**src/rtl/median5_stream_window_if.sv**
```systemverilog
// Stream bundle for the median-of-5 front-end: sample input channel, median
// output channel and the short-frame drop pulse.
interface median5_stream_window_if;
    logic       in_valid;
    logic [3:0] in_data;
    logic       in_last;
    logic       in_ready;
    logic       out_valid;
    logic [3:0] out_data;
    logic       out_last;
    logic       out_ready;
    logic       drop_frame;

    modport master (
        output in_valid, in_data, in_last, out_ready,
        input  in_ready, out_valid, out_data, out_last, drop_frame
    );

    modport slave (
        input  in_valid, in_data, in_last, out_ready,
        output in_ready, out_valid, out_data, out_last, drop_frame
    );
endinterface

```
**src/rtl/median5_stream_window.sv**
```systemverilog
// Sliding 5-sample window per frame feeding a combinational median-of-5 core,
// with a 1-entry registered output stage under valid/ready backpressure.
module median5_core (
    input  logic [3:0] i_a,
    input  logic [3:0] i_b,
    input  logic [3:0] i_c,
    input  logic [3:0] i_d,
    input  logic [3:0] i_e,
    output logic [3:0] o_med
);
    logic [3:0] w_s [5];
    logic [3:0] w_tmp;

    always_comb begin
        w_s[0] = i_a;
        w_s[1] = i_b;
        w_s[2] = i_c;
        w_s[3] = i_d;
        w_s[4] = i_e;
        w_tmp  = '0;
        for (int unsigned p = 0; p < 4; p++) begin
            for (int unsigned q = 0; q < 4 - p; q++) begin
                if (w_s[q] > w_s[q+1]) begin
                    w_tmp    = w_s[q];
                    w_s[q]   = w_s[q+1];
                    w_s[q+1] = w_tmp;
                end
            end
        end
        o_med = w_s[2];
    end
endmodule

module median5_stream_window (
    input logic clk,
    input logic rst,
    median5_stream_window_if.slave s
);
    typedef enum logic [1:0] {S_EMPTY, S_FILL, S_FULL} state_t;

    state_t     r_state;
    logic [2:0] r_count;
    logic [3:0] r_w0, r_w1, r_w2, r_w3;
    logic       r_out_valid;
    logic [3:0] r_out_data;
    logic       r_out_last;
    logic       r_drop;

    logic       w_in_ready;
    logic       w_accept;
    logic [2:0] w_count_next;
    logic [3:0] w_median;

    assign w_in_ready   = !rst && (!r_out_valid || s.out_ready);
    assign w_accept     = s.in_valid && w_in_ready;
    assign w_count_next = (r_state == S_FULL) ? 3'd5 : r_count + 3'd1;

    // The oldest sample never reaches the core, so only four history taps are kept.
    median5_core u_core (
        .i_a   (s.in_data),
        .i_b   (r_w0),
        .i_c   (r_w1),
        .i_d   (r_w2),
        .i_e   (r_w3),
        .o_med (w_median)
    );

    always_ff @(posedge clk) begin
        if (rst) begin
            r_state     <= S_EMPTY;
            r_count     <= '0;
            r_w0        <= '0;
            r_w1        <= '0;
            r_w2        <= '0;
            r_w3        <= '0;
            r_out_valid <= 1'b0;
            r_out_data  <= '0;
            r_out_last  <= 1'b0;
            r_drop      <= 1'b0;
        end else begin
            r_drop <= 1'b0;
            if (r_out_valid && s.out_ready) begin
                r_out_valid <= 1'b0;
            end
            if (w_accept) begin
                r_w0 <= s.in_data;
                r_w1 <= r_w0;
                r_w2 <= r_w1;
                r_w3 <= r_w2;
                if (w_count_next == 3'd5) begin
                    r_out_valid <= 1'b1;
                    r_out_data  <= w_median;
                    r_out_last  <= s.in_last;
                end
                // Frame end clears the fill after the emit decision above.
                if (s.in_last) begin
                    r_state <= S_EMPTY;
                    r_count <= '0;
                    r_drop  <= (r_count < 3'd4);
                end else begin
                    r_state <= (w_count_next == 3'd5) ? S_FULL : S_FILL;
                    r_count <= w_count_next;
                end
            end
        end
    end

    assign s.in_ready   = w_in_ready;
    assign s.out_valid  = r_out_valid;
    assign s.out_data   = r_out_data;
    assign s.out_last   = r_out_last;
    assign s.drop_frame = r_drop;
endmodule

```
**src/flat_wrapper.sv**
```systemverilog
// flat-port wrapper written by rule: the top's interface ports become plain ports
module median5_stream_window_flat 
  (clk, rst, s_in_valid, s_in_data, s_in_last, s_out_ready, s_in_ready, s_out_valid, s_out_data, s_out_last, s_drop_frame);
  median5_stream_window_if s_i ();
  input logic clk;
  input logic rst;
  input wire logic [$bits(s_i.in_valid)-1:0] s_in_valid;
  input wire logic [$bits(s_i.in_data)-1:0] s_in_data;
  input wire logic [$bits(s_i.in_last)-1:0] s_in_last;
  input wire logic [$bits(s_i.out_ready)-1:0] s_out_ready;
  output wire logic [$bits(s_i.in_ready)-1:0] s_in_ready;
  output wire logic [$bits(s_i.out_valid)-1:0] s_out_valid;
  output wire logic [$bits(s_i.out_data)-1:0] s_out_data;
  output wire logic [$bits(s_i.out_last)-1:0] s_out_last;
  output wire logic [$bits(s_i.drop_frame)-1:0] s_drop_frame;
  assign s_i.in_valid = s_in_valid;
  assign s_i.in_data = s_in_data;
  assign s_i.in_last = s_in_last;
  assign s_i.out_ready = s_out_ready;
  assign s_in_ready = s_i.in_ready;
  assign s_out_valid = s_i.out_valid;
  assign s_out_data = s_i.out_data;
  assign s_out_last = s_i.out_last;
  assign s_drop_frame = s_i.drop_frame;
  median5_stream_window u_core (.clk(clk), .rst(rst), .s(s_i));
endmodule
```
**config.mk**
```make
export PLATFORM = sky130hd
export DESIGN_NAME = median5_stream_window_flat
export DESIGN_NICKNAME = d
export VERILOG_FILES = /design/src/rtl/median5_stream_window_if.sv /design/src/rtl/median5_stream_window.sv /design/src/flat_wrapper.sv
export SDC_FILE = /design/constraint.sdc
export NUM_CORES = 1
export LEC_CHECK = 0
export BUFFER_PORTS_ARGS = -buffer_cell sky130_fd_sc_hd__buf_2
export CORE_MARGIN = 2
export CORE_UTILIZATION = 45
export DETAILED_ROUTE_END_ITERATION = 16
export GPL_ROUTABILITY_DRIVEN = 0
export PLACE_DENSITY_LB_ADDON = 0.2
export RECOVER_POWER = 100
export SYNTH_ARGS = -nofsm -noshare
export SYNTH_HDL_FRONTEND = slang
export SYNTH_HIERARCHICAL = 1
export SYNTH_SLANG_ARGS = --single-unit
```
**constraint.sdc**
```tcl
create_clock -name clk -period 8.95 [get_ports clk]
set_clock_uncertainty 0.15 [all_clocks]
set_input_delay 1.3425 -clock clk [delete_from_list [all_inputs] [get_ports clk]]
set_output_delay 1.3425 -clock clk [all_outputs]
set_load 0.02 [all_outputs]
```
# After elaboration in Yosys (flattened, before gate mapping)
# Index checks and enable logic that the tools add are counted.
# op_classes
n_eq_ne	2
add_sub_neg	1
n_lt_le_gt_ge	10
bitwise	2
muxes	16
n_reduce_logical	8
# ops
cell	n
2-to-1 mux 8 bit	7
greater-than comparator 4 bit	9
2-to-1 mux 4 bit	2
2-to-1 mux 3 bit	2
2-to-1 mux 2 bit	2
adder 3 x 1 -> 3 bit (second input constant)	1
equality test 3 bit (second input constant)	1
logical AND 1 bit	3
< comparator 3 bit (second input constant)	1
2-to-1 mux 1 bit	3
OR reduction 3 bit	1
equality test 2 bit (second input constant)	1
logical NOT 1 bit	2
NOT 1 bit	2
AND reduction 2 bit	1
logical OR 1 bit	1
# totals
input_bits	9
register_bits	28

# Logic depth before layout (Yosys ltp)
# Gate-level depths: netlist of the first run.
# depth
ltp_word	12
ltp_mapped	51
mapped_depth_nobuf	49

# Modules after synthesis
# Netlist of the first run, hierarchy kept.
# by_module_without_submodules
module	n_inst	seq_area_each_um2	area_per_inst_um2	cells_per_inst
median5_core	1	0.0	1830.5	259
median5_stream_window	1	560.5	1107.3	132

# Worst setup path before layout of the first run
# Ideal clock, no wire load.
# synth_path
kind	input port to flip-flop
from	input s_in_data[3]
to	register u_core.r_out_data[2] (netlist: u_core/s.out_data[2])
path_stages	47
arrival_time_ns	9.307
t_required_ns	8.668
path_slack_ns	-0.640
cell_sequence	ha_1 > and4_1 > a21o_1 > nor2_1 > o21ai_0 > ha_1 > o21ai_0 > a21oi_1 > o21a_1 > nor2_1 > a21oi_1 > inv_1 > ha_1 > a21oi_1 > o21a_1 > a31oi_1 > mux2_4 > nor2_1 > (+11 left out) > a31oi_1 > a21oi_1 > o21a_1 > and2_1 > buf_6 > mux2i_1 > inv_1 > ha_1 > nor2b_1 > o21ai_0 > nand2b_1 > a21oi_1 > a41o_1 > inv_1 > o311ai_0 > o32a_1 > nand3_1 > a21oi_1
# synth_between
elab_chain_len	12
word_cells_on_any_way	18
cone_classes	9 x order compare; 9 x mux
# synth_lines
item	line_no	source
start, declared	flat_wrapper.sv:8	input wire logic [$bits(s_i.in_data)-1:0] s_in_data;
greater-than comparator 4 bit	median5_stream_window.sv:23	if (w_s[q] > w_s[q+1]) begin
2-to-1 mux 8 bit (*)	median5_stream_window.sv:23	
greater-than comparator 4 bit	median5_stream_window.sv:23	
2-to-1 mux 8 bit	median5_stream_window.sv:23	
greater-than comparator 4 bit	median5_stream_window.sv:23	
2-to-1 mux 8 bit	median5_stream_window.sv:23	
greater-than comparator 4 bit	median5_stream_window.sv:23	
2-to-1 mux 8 bit	median5_stream_window.sv:23	
greater-than comparator 4 bit	median5_stream_window.sv:23	
2-to-1 mux 4 bit or 2-to-1 mux 8 bit (tied branches)	median5_stream_window.sv:23	
greater-than comparator 4 bit	median5_stream_window.sv:23	
2-to-1 mux 4 bit (*)	median5_stream_window.sv:23	
named net u_core.w_median[2]	median5_stream_window.sv:52	logic [3:0] w_median;
end signal, assigned	median5_stream_window.sv:92	r_out_data <= w_median;
end, declared	median5_stream_window.sv:45	logic [3:0] r_out_data;
# The timed path passes the listed nets; every way through them passes the cells marked *.
# A chain may end at the register's enable or synchronous reset.

# Worst setup path in the final report of the first run
# Same ends and word-level chain as after synthesis.

==> results of run 1 <==
==> cell families (layout without fill, tap and decap cells) <==
kind of cell / after synthesis / count (layout) / synth area share, %
AND/OR/NAND/NOR: 156 / 156 / 26.9
multiplexers: 29 / 29 / 10.6
XOR/XNOR: 1 / 1 / 0.298
buffers and inverters: 43 / 140 / 5.88
adder cells (fa/ha/maj): 32 / 32 / 13.6
AO/OA/AOI/OAI: 102 / 102 / 23.6
flip-flops: 28 / 28 / 19.1
==> cells in the final DEF, fill, tap and decap left out, types with 4 or more instances in the layout <==
| cell type | instances |
|---|---|
| mux2_4 | 5 |
| inv_1 | 26 |
| buf_2 | 4 |
| nand3_1 | 11 |
| clkbuf_1 | 8 |
| nor2b_1 | 7 |
| nand2b_1 | 7 |
| inv_2 | 4 |
| ha_1 | 21 |
| nor3_1 | 9 |
| o21a_1 | 6 |
| o21ai_0 | 11 |
| o211ai_1 | 4 |
| buf_6 | 7 |
| nand2_1 | 51 |
| mux2i_1 | 12 |
| nor2_1 | 20 |
| mux2_2 | 6 |
| a21oi_2 | 4 |
| nor2_4 | 4 |
| a21oi_1 | 23 |
| nand3b_1 | 16 |
| buf_4 | 84 |
| ha_4 | 10 |
| o21ai_2 | 5 |
| dfxtp_1 | 28 |
| o21ai_1 | 6 |
| a31oi_1 | 5 |
==> registers in the layout (all words and copies together), names as in the netlist <==
signal / flops
u_core/s.out_valid: 1
u_core/s.drop_frame: 1
u_core/r_w2: 4
u_core/r_state: 2
u_core/r_w3: 4
u_core/r_count: 3
u_core/r_w0: 4
u_core/s.out_data: 4
u_core/r_w1: 4
u_core/s.out_last: 1
==> cell usage after synthesis, types with 8 or more instances <==
| cell type | n | area [sq um] |
|---|---|---|
| nand2b_1 | 8 | 50.1 |
| nand2_1 | 56 | 210 |
| nand3_1 | 11 | 55.1 |
| dfxtp_1 | 28 | 561 |
| nor3_1 | 10 | 50.1 |
| o21a_1 | 8 | 60.1 |
| o21ai_0 | 18 | 90.1 |
| nand3b_1 | 16 | 120 |
| mux2i_1 | 17 | 170 |
| ha_1 | 32 | 400 |
| nor2_1 | 25 | 93.8 |
| inv_1 | 31 | 116 |
| a21oi_1 | 29 | 145 |
| nor2b_1 | 8 | 50.1 |
==> per-layer routing <==
layer | up-vias | wire length [um] | track usage, %
met5 | - | 0 | 0
met4 | 0 | 176 | 7.50
met3 | 16 | 108 | 1.77
met2 | 35 | 4010 | 37.9
met1 | 1489 | 3770 | 28.9
li1 | 1614 | - | -
==> final cells by class <==
class	count	area, sq um
sequential	28	561
inverter	32	123
multi-input combinational	320	2610
tap	77	96.3
clock inverter	1	30.0
fill	518	2110
clock buffer	3	41.3
timing repair buffer	104	774
==> path summary, 6_finish.rpt <==
kind | startpoint | to | slack, ns | depth (start not counted)
worst max-delay path | s_in_data[3] | u_core/s.out_data[2] | 0.18 | 46
worst min-delay path | u_core/r_count[1] | u_core/r_count[1] | 0.32 | 2
worst max register to register | u_core/r_w0[1] | u_core/s.out_data[2] | 0.73 | 47
worst min register to register | u_core/r_count[1] | u_core/r_count[1] | 0.32 | 2
==> critical path, delay by kind of cell <==
family                     cells  cell delay, ns
AOI/OAI and AO/OA             18            2.65
adders and majority gates      6            1.62
buffers and inverters          7            0.70
muxes                          4            1.04
and+or+nand+nor               11            1.44
==> per-stage QoR <==
step / hold WS (ns) / setup slack [ns] / cells / util (%) / TNS [ns]
global placement: 0.297 / -0.212 / 546 / 58.5 / -0.798
floorplan: 0.286 / 0.00465 / 391 / - / 0
global route: 0.352 / -0.163 / 565 / 66.7 / -0.574
detailed placement: 0.304 / -0.388 / 546 / 58.5 / -1.38
CTS: 0.318 / 0.00834 / 561 / 62.6 / 0
finish: 0.317 / 0.180 / 565 / 66.7 / 0
==> what timing repair did <==
item,in CTS,in global routing
pin swaps,16,41
buffers inserted,11,5
endpoints found under the setup margin,4,4
gates resized for setup,19,54
==> results.md, run 1 <==
* Drt wl/cell at 14.3 um
* Row cnt at 29
* Die Area at 0.00719 sq mm
* Post-synthesis to final-layout area growth at 44.3%
* CP max-delay cell: or3b_4
* Inserted Clock Buffers at 3
* Synth Register Bits at 28
* Post-DRT Antenna Nets at 0
* Cell area after synthesis at 0.00294 sq mm
* Starting density of the core at 46.3%
* DR iter-0 viols at 114
* Critical path startpoint category: primary input
* Dpl hpwl at 5.97 mm
* CP most frequent cell: ha_4
* Vias at 3154
* Worst-margin pin slew at 0.954 ns
* Async set-reset flop share out of synthesis at 0%
* H-tree depth at 1
* Max Fanout on Critical Path at 7
* Vias in the first global route at 3032
* CTS Buffer Depth at 2
* Post-synth EDFFs at 0
* Final nets at 530
* Total Wirelength at 8.07 mm
* Core footprint at 0.00635 sq mm
* Ant. Diodes at 0
* Critical path class: in2reg
* Crit end category: flop
* Final Setup Violations at 0
* Clock slew at reported path FFs at 0.10 ns
* Hold Fails Final Rpt at 0
* Fin area at 0.00424 sq mm
* Residual DRC at 0
* Final period demand of the worst path at 8.77 ns
* Total gr overflow at 0
* Status: finished clean
* Arrival time of the worst setup path at 8.78 ns
* Die height at 84.8 um
* Worst min path class: reg2reg
* Cells after synthesis at 391
* Register area share after synthesis at 19.1%
* Initial antenna violation count at 0
* Worst-Skew Late Latency at 0.28 ns
* First-pass iteration count of the detailed router at 4
* Clock tree sinks at 28
* IO Port Bufs at 16
* Largest stage delay on the critical path at 0.42 ns
* Largest net degree at the start of global routing at 30
* Hold Buf Count CTS at 0
* Synth warn at 6
* RSZ-0062 raised after global routing: true
* Syn Area/Cell at 7.51 sq um
* GRT Total Usage at 22.0%
* Ys flop type: dfxtp_1
* Slew margin rel. at 36.4%
* Slew Viols, Final at 0
* First-pass GRT wire length at 13.2 mm
* Drt via density at 5.58
* Fraction of layout cells with a size suffix above 1 at 36.7%
* Fmax at 0.114 GHz
* Root Buffer Master: clkbuf_8
* Die X-Extent at 84.8 um
* I/O pin total at 17
* Post-route clock period utilization at 98.0%
* Max-cap violations at 0
* TritonCTS clock tree: done
* Critical Path RT at 8.96 ns
* Cell Area, Placed at 0.00372 sq mm
* Syn Nets at 432
* Post-synthesis cell type count at 61
Power of run 1 is not shown: default switching activity piles up to over one toggle a cycle in this logic, so the estimate is an artifact.
==> run 2: changes to the inputs <==
--- a/config.mk
+++ b/config.mk
@@ -16,3 +16,4 @@
 export SYNTH_HDL_FRONTEND = slang
 export SYNTH_HIERARCHICAL = 1
 export SYNTH_SLANG_ARGS = --single-unit
+export TNS_END_PERCENT = 5
==> constraint.sdc (replaced) <==
create_clock -name clk -period 7.4 [get_ports clk]
set_clock_uncertainty 0.15 [all_clocks]
set_input_delay 1.11 -clock clk [delete_from_list [all_inputs] [get_ports clk]]
set_output_delay 1.11 -clock clk [all_outputs]
set_load 0.02 [all_outputs]
==> results.md, run 2 (same netlist as run 1, synthesis figures left out) <==
* Status: complete, but fails checks
* Failing checks: negative setup slack
* Drt wl/cell at 14.4 um (+0.74%)
* Hold Fails Final Rpt at 0 (unchanged)
* Critical path startpoint category: primary input
* Post-route clock period utilization at 116%
* Critical Path RT at 7.40 ns (-1.56 ns)
* Vias in the first global route at 3360 (+11%)
* Core footprint at 0.00635 sq mm (unchanged)
* FILL cells at 497 (-4.1%)
* Slew margin rel. at 36.4% (-0.040 points)
* Die Area at 0.00719 sq mm (unchanged)
* Final period demand of the worst path at 8.56 ns
* Final Setup Violations at 4 (+4)
* Post-route worst setup slack at -1.16 ns (-1.34 ns)
* H-tree depth at 1 (unchanged)
* Post-synthesis to final-layout area growth at 53.1%
* Total gr overflow at 0 (unchanged)
* Largest stage delay on the critical path at 0.35 ns (-0.07 ns)
* Met2 Routed Length at 4.28 mm (+6.6%)
* Met1 wire length at 3.92 mm (+4.1%)
* Placed Instances at 572 (+4.8%)
* Die height at 84.8 um (unchanged)
* Critical path class: in2reg
* Met3 WL at 229 um (+110%)
* Cell Count, Final, Fillers Out at 597 (+5.7%)
* Ant. Diodes at 0 (unchanged)
* Post-DRT Antenna Nets at 0 (unchanged)
* Final nets at 562 (+6.0%)
* Die X-Extent at 84.8 um (unchanged)
* Drt via density at 5.53 (-0.92%)
* Crit end category: flop
* Max Fanout on Critical Path at 5 (-2)
* CTS Buffer Depth at 2 (unchanged)
* Max-cap violations at 0 (unchanged)
* CP most frequent cell: ha_4
* Dpl hpwl at 6.26 mm (+4.7%)
* Worst min path class: reg2reg
* I/O pin total at 17 (unchanged)
* IO Port Bufs at 16 (unchanged)
* CP max-delay cell: o31a_1
* Top Metal Used: met4
* Fraction of layout cells with a size suffix above 1 at 41.9% (+5.2 points)
* Most frequent cells in the layout: 114 x buf_4, 51 x nand2_1, 28 x dfxtp_1
* TritonCTS clock tree: done
* Inserted Clock Buffers at 3 (unchanged)
* Total Wirelength at 8.59 mm (+6.4%)
* First-pass GRT wire length at 14.6 mm (+10%)
* Clock slew at reported path FFs at 0.09 ns (about the same)
* Vias at 3302 (+4.7%)
* Starting density of the core at 46.3% (unchanged)
* Largest net degree at the start of global routing at 30 (unchanged)
* Fmax at 0.117 GHz
* Root Buffer Master: clkbuf_8
* Arrival time of the worst setup path at 8.56 ns (-0.22 ns)
* Initial antenna violation count at 0 (unchanged)
* RSZ-0062 raised after global routing: true
* Slew Viols, Final at 0 (unchanged)
* GRT Total Usage at 24.0% (+2.0 points)
* Row cnt at 29 (unchanged)
* Residual DRC at 0 (unchanged)
* Most common library cell in the layout ignoring fill and taps: buf_4
* DR iter-0 viols at 78 (-32%)
* Worst-Skew Late Latency at 0.27 ns (about the same)
* Worst-margin pin slew at 0.954 ns (+0.000603 ns)
* First-pass iteration count of the detailed router at 4 (unchanged)
* Clock tree sinks at 28 (unchanged)
[run 2: changes by cell type in the layout (fill, tap and decap cells not counted), moves of 3 or more]
cell,change
buf_4,+30
buf_6,+3
ha_1,-4
ha_4,+3
o21ai_2,+3
[run 2: timing repair]
item | in CTS | in global routing
buffers inserted | 17 | 4
resized for setup | 47 | 27
hold buffers | 0 | 0
pin swaps | 36 | 22
endpoints found under the setup margin | 4 | 4
[run 2: worst paths after layout]
| path | cells past startpoint | from | slack [ns] | endpoint |
|---|---|---|---|---|
| setup / recovery | 44 | s_in_data[3] | -1.16 | u_core/s.out_data[2] |
| hold / removal | 2 | u_core/r_count[1] | 0.31 | u_core/r_count[1] |
| setup reg to reg | 44 | u_core/r_w0[3] | -0.69 | u_core/s.out_data[2] |
| hold reg to reg | 2 | u_core/r_count[1] | 0.31 | u_core/r_count[1] |
[run 2: critical path: cells and delay by family]
family	cells	cell delay [ns]
buffers and inverters	7	0.78
multiplexers	4	1.26
AO/OA/AOI/OAI	19	2.97
adder cells (fa/ha/maj)	6	1.56
AND/OR/NAND/NOR	8	0.88
[run 2: area by class of cell]
cell class / instances / area [sq um] / share of cell area (%)
multi-input combinational: 320 / 2650 / 58.8
timing repair buffer: 136 / 1020 / 22.6
sequential: 28 / 561 / 12.5
inverter: 32 / 120 / 2.67
tap: 77 / 96.3 / 2.14
clock buffer: 4 / 55.1 / 1.22
[run 2: metrics by stage]
stage	hold slack (ns)	setup TNS (ns)	cell area [sq um]	util [%]	setup slack (ns)
CTS	0.313	-4.10	4340	68.3	-1.09
floorplan	0.286	-4.52	3060	-	-1.27
detailed placement	0.299	-6.97	3930	61.8	-1.81
global route	0.333	-5.94	4500	70.8	-1.50
global placement	0.294	-6.02	3930	61.8	-1.55
finish	0.311	-4.48	4500	70.8	-1.16
[run 2: layer usage]
| metal | vias up | global-route usage (%) |
|---|---|---|
| met2 | 53 | 43.2 |
| met4 | 0 | 8.23 |
| met3 | 16 | 1.67 |
| met5 | - | 0 |
| li1 | 1681 | - |
| met1 | 1552 | 30.2 |
Power of run 2 is left out for the same reason.
==> run 3: changes to the inputs <==
--- a/config.mk
+++ b/config.mk
@@ -6,6 +6,7 @@
 export NUM_CORES = 1
 export LEC_CHECK = 0
 export BUFFER_PORTS_ARGS = -buffer_cell sky130_fd_sc_hd__buf_2
+export CAP_MARGIN = 20
 export CORE_MARGIN = 2
 export CORE_UTILIZATION = 45
 export DETAILED_ROUTE_END_ITERATION = 16
==> constraint.sdc (replaced) <==
create_clock -name clk -period 8.8 [get_ports clk]
set_clock_uncertainty 0.15 [all_clocks]
set_input_delay 1.32 -clock clk [delete_from_list [all_inputs] [get_ports clk]]
set_output_delay 1.32 -clock clk [all_outputs]
set_load 0.02 [all_outputs]
==> results.md, run 3 (same netlist as run 1, synthesis figures left out) <==
* Final period demand of the worst path at 8.94 ns
* Crit end category: flop
* Most frequent cells in the layout: 96 x buf_4, 50 x nand2_1, 28 x dfxtp_1
* Total gr overflow at 0 (unchanged)
* Slew margin rel. at 33.4% (-3.0 points)
* Post-route worst setup slack at -0.144 ns (+1.01 ns)
* Fmax at 0.112 GHz
* Setup tns final at -0.382 ns (+4.10 ns)
* Failing checks: negative setup slack
* FILL cells at 466 (-6.2%)
* Worst-margin pin slew at 0.999 ns (+0.0449 ns)
* CP max-delay cell: a211o_1
* Starting density of the core at 46.3% (unchanged)
* Dpl hpwl at 6.14 mm (-1.8%)
* Post-route core utilization at 71.4% (+0.55 points)
* Footprint of the multi-input gates at 0.00282 sq mm (+6.5%)
* First-pass iteration count of the detailed router at 4 (unchanged)
* Final nets at 544 (-3.2%)
* Root Buffer Master: clkbuf_8
* Core footprint at 0.00635 sq mm (unchanged)
* Final Setup Violations at 4 (unchanged)
* Hold Fails Final Rpt at 0 (unchanged)
* Die X-Extent at 84.8 um (unchanged)
* Post-DRT Antenna Nets at 0 (unchanged)
* I/O pin total at 17 (unchanged)
* Max-cap violations at 0 (unchanged)
* Most common library cell in the layout ignoring fill and taps: buf_4
* Row cnt at 29 (unchanged)
* Drt wl/cell at 15.7 um (+9.4%)
* Reg area at 561 sq um (unchanged)
* Critical path class: in2reg
* CTS Buffer Depth at 2 (unchanged)
* Clock slew at reported path FFs at 0.09 ns (about the same)
* Post-route clock period utilization at 102%
* Hold Buf Count CTS at 0 (unchanged)
* Drt via density at 5.72 (+3.4%)
* Total Wirelength at 9.11 mm (+6.1%)
* Fraction of layout cells with a size suffix above 1 at 43.2% (+1.3 points)
* Inserted Clock Buffers at 3 (unchanged)
* Clock tree sinks at 28 (unchanged)
* Ant. Diodes at 0 (unchanged)
* Critical Path RT at 8.85 ns (+1.45 ns)
* Residual DRC at 0 (unchanged)
* DR iter-0 viols at 117 (+50%)
* Largest net degree at the start of global routing at 30 (unchanged)
* Largest stage delay on the critical path at 0.34 ns (about the same)
* Status: complete, but fails checks
* H-tree depth at 1 (unchanged)
* CP delay by family, top: compound AO/OA/AOI/OAI gates
* Max Fanout on Critical Path at 6 (+1)
* Critical path startpoint category: primary input
* CP most frequent cell: ha_4
* Die Area at 0.00719 sq mm (unchanged)
* Vias in the first global route at 3053 (-9.1%)
* IO Port Bufs at 16 (unchanged)
* RSZ-0062 raised after global routing: true
* First-pass GRT wire length at 13.7 mm (-6.4%)
* Worst-Skew Late Latency at 0.27 ns (about the same)
* Post-synthesis to final-layout area growth at 54.3%
* Die height at 84.8 um (unchanged)
* Initial antenna violation count at 0 (unchanged)
* Worst min path class: reg2reg
* Arrival time of the worst setup path at 9.00 ns (+0.44 ns)
* Slew Viols, Final at 0 (unchanged)
* TritonCTS clock tree: done
* GRT Total Usage at 22.6% (-1.5 points)
* CP bufs+invs at 10 (+3)
* Vias at 3311 (+0.27%)
[run 3: layout make-up]
class,count,area share (%)
inverters,32,2.65
multi-input cells,320,62.2
clock buffers,4,1.21
well taps,77,2.13
repair buffers,118,19.4
flip-flops and latches,28,12.4
[run 3: metrics by stage]
stage / hold WS, ns / worst slack [ns] / std cells / instance area, sq um
floorplan: 0.286 / -0.0809 / 391 / 3060
global placement: 0.292 / -0.334 / 549 / 3750
detailed placement: 0.311 / -0.592 / 549 / 3750
CTS: 0.324 / 0.000665 / 563 / 4000
global route: 0.357 / -0.499 / 579 / 4530
finish: 0.327 / -0.144 / 579 / 4530
[run 3: timing repair]
item,4_1_cts,5_1_grt
setup endpoints to repair,4,4
resized for setup,25,78
pin swaps,6,47
buffers inserted,10,16
endpoints found under the hold margin,0,0
[run 3: worst paths after layout]
check / start / to / slack, ns / cells past startpoint
max: s_in_data[3] / u_core/s.out_data[1] / -0.14 / 47
max reg2reg: u_core/r_w0[2] / u_core/s.out_data[1] / 0.43 / 47
min: u_core/r_count[1] / u_core/r_count[1] / 0.33 / 2
min reg2reg: u_core/r_count[1] / u_core/r_count[1] / 0.33 / 2
[run 3: worst register-to-register path, delay by kind of cell (launching register included)]
kind | cells | cell delay, ns
AO/OA/AOI/OAI | 15 | 2.29
adder cells (fa/ha/maj) | 6 | 1.46
buffers and inverters | 9 | 1.01
flip-flops | 1 | 0.48
multiplexers | 5 | 1.46
AND/OR/NAND/NOR | 12 | 1.44
[run 3: metal layers]
metal  GRT usage, %  wire length (um)  vias up
met5              0                 0        -
met4           4.04               199        0
met3           1.28               180       19
met2           41.3              4650       49
met1           29.4              4080     1603
li1               -                 -     1640
Power of run 3 is left out for the same reason.
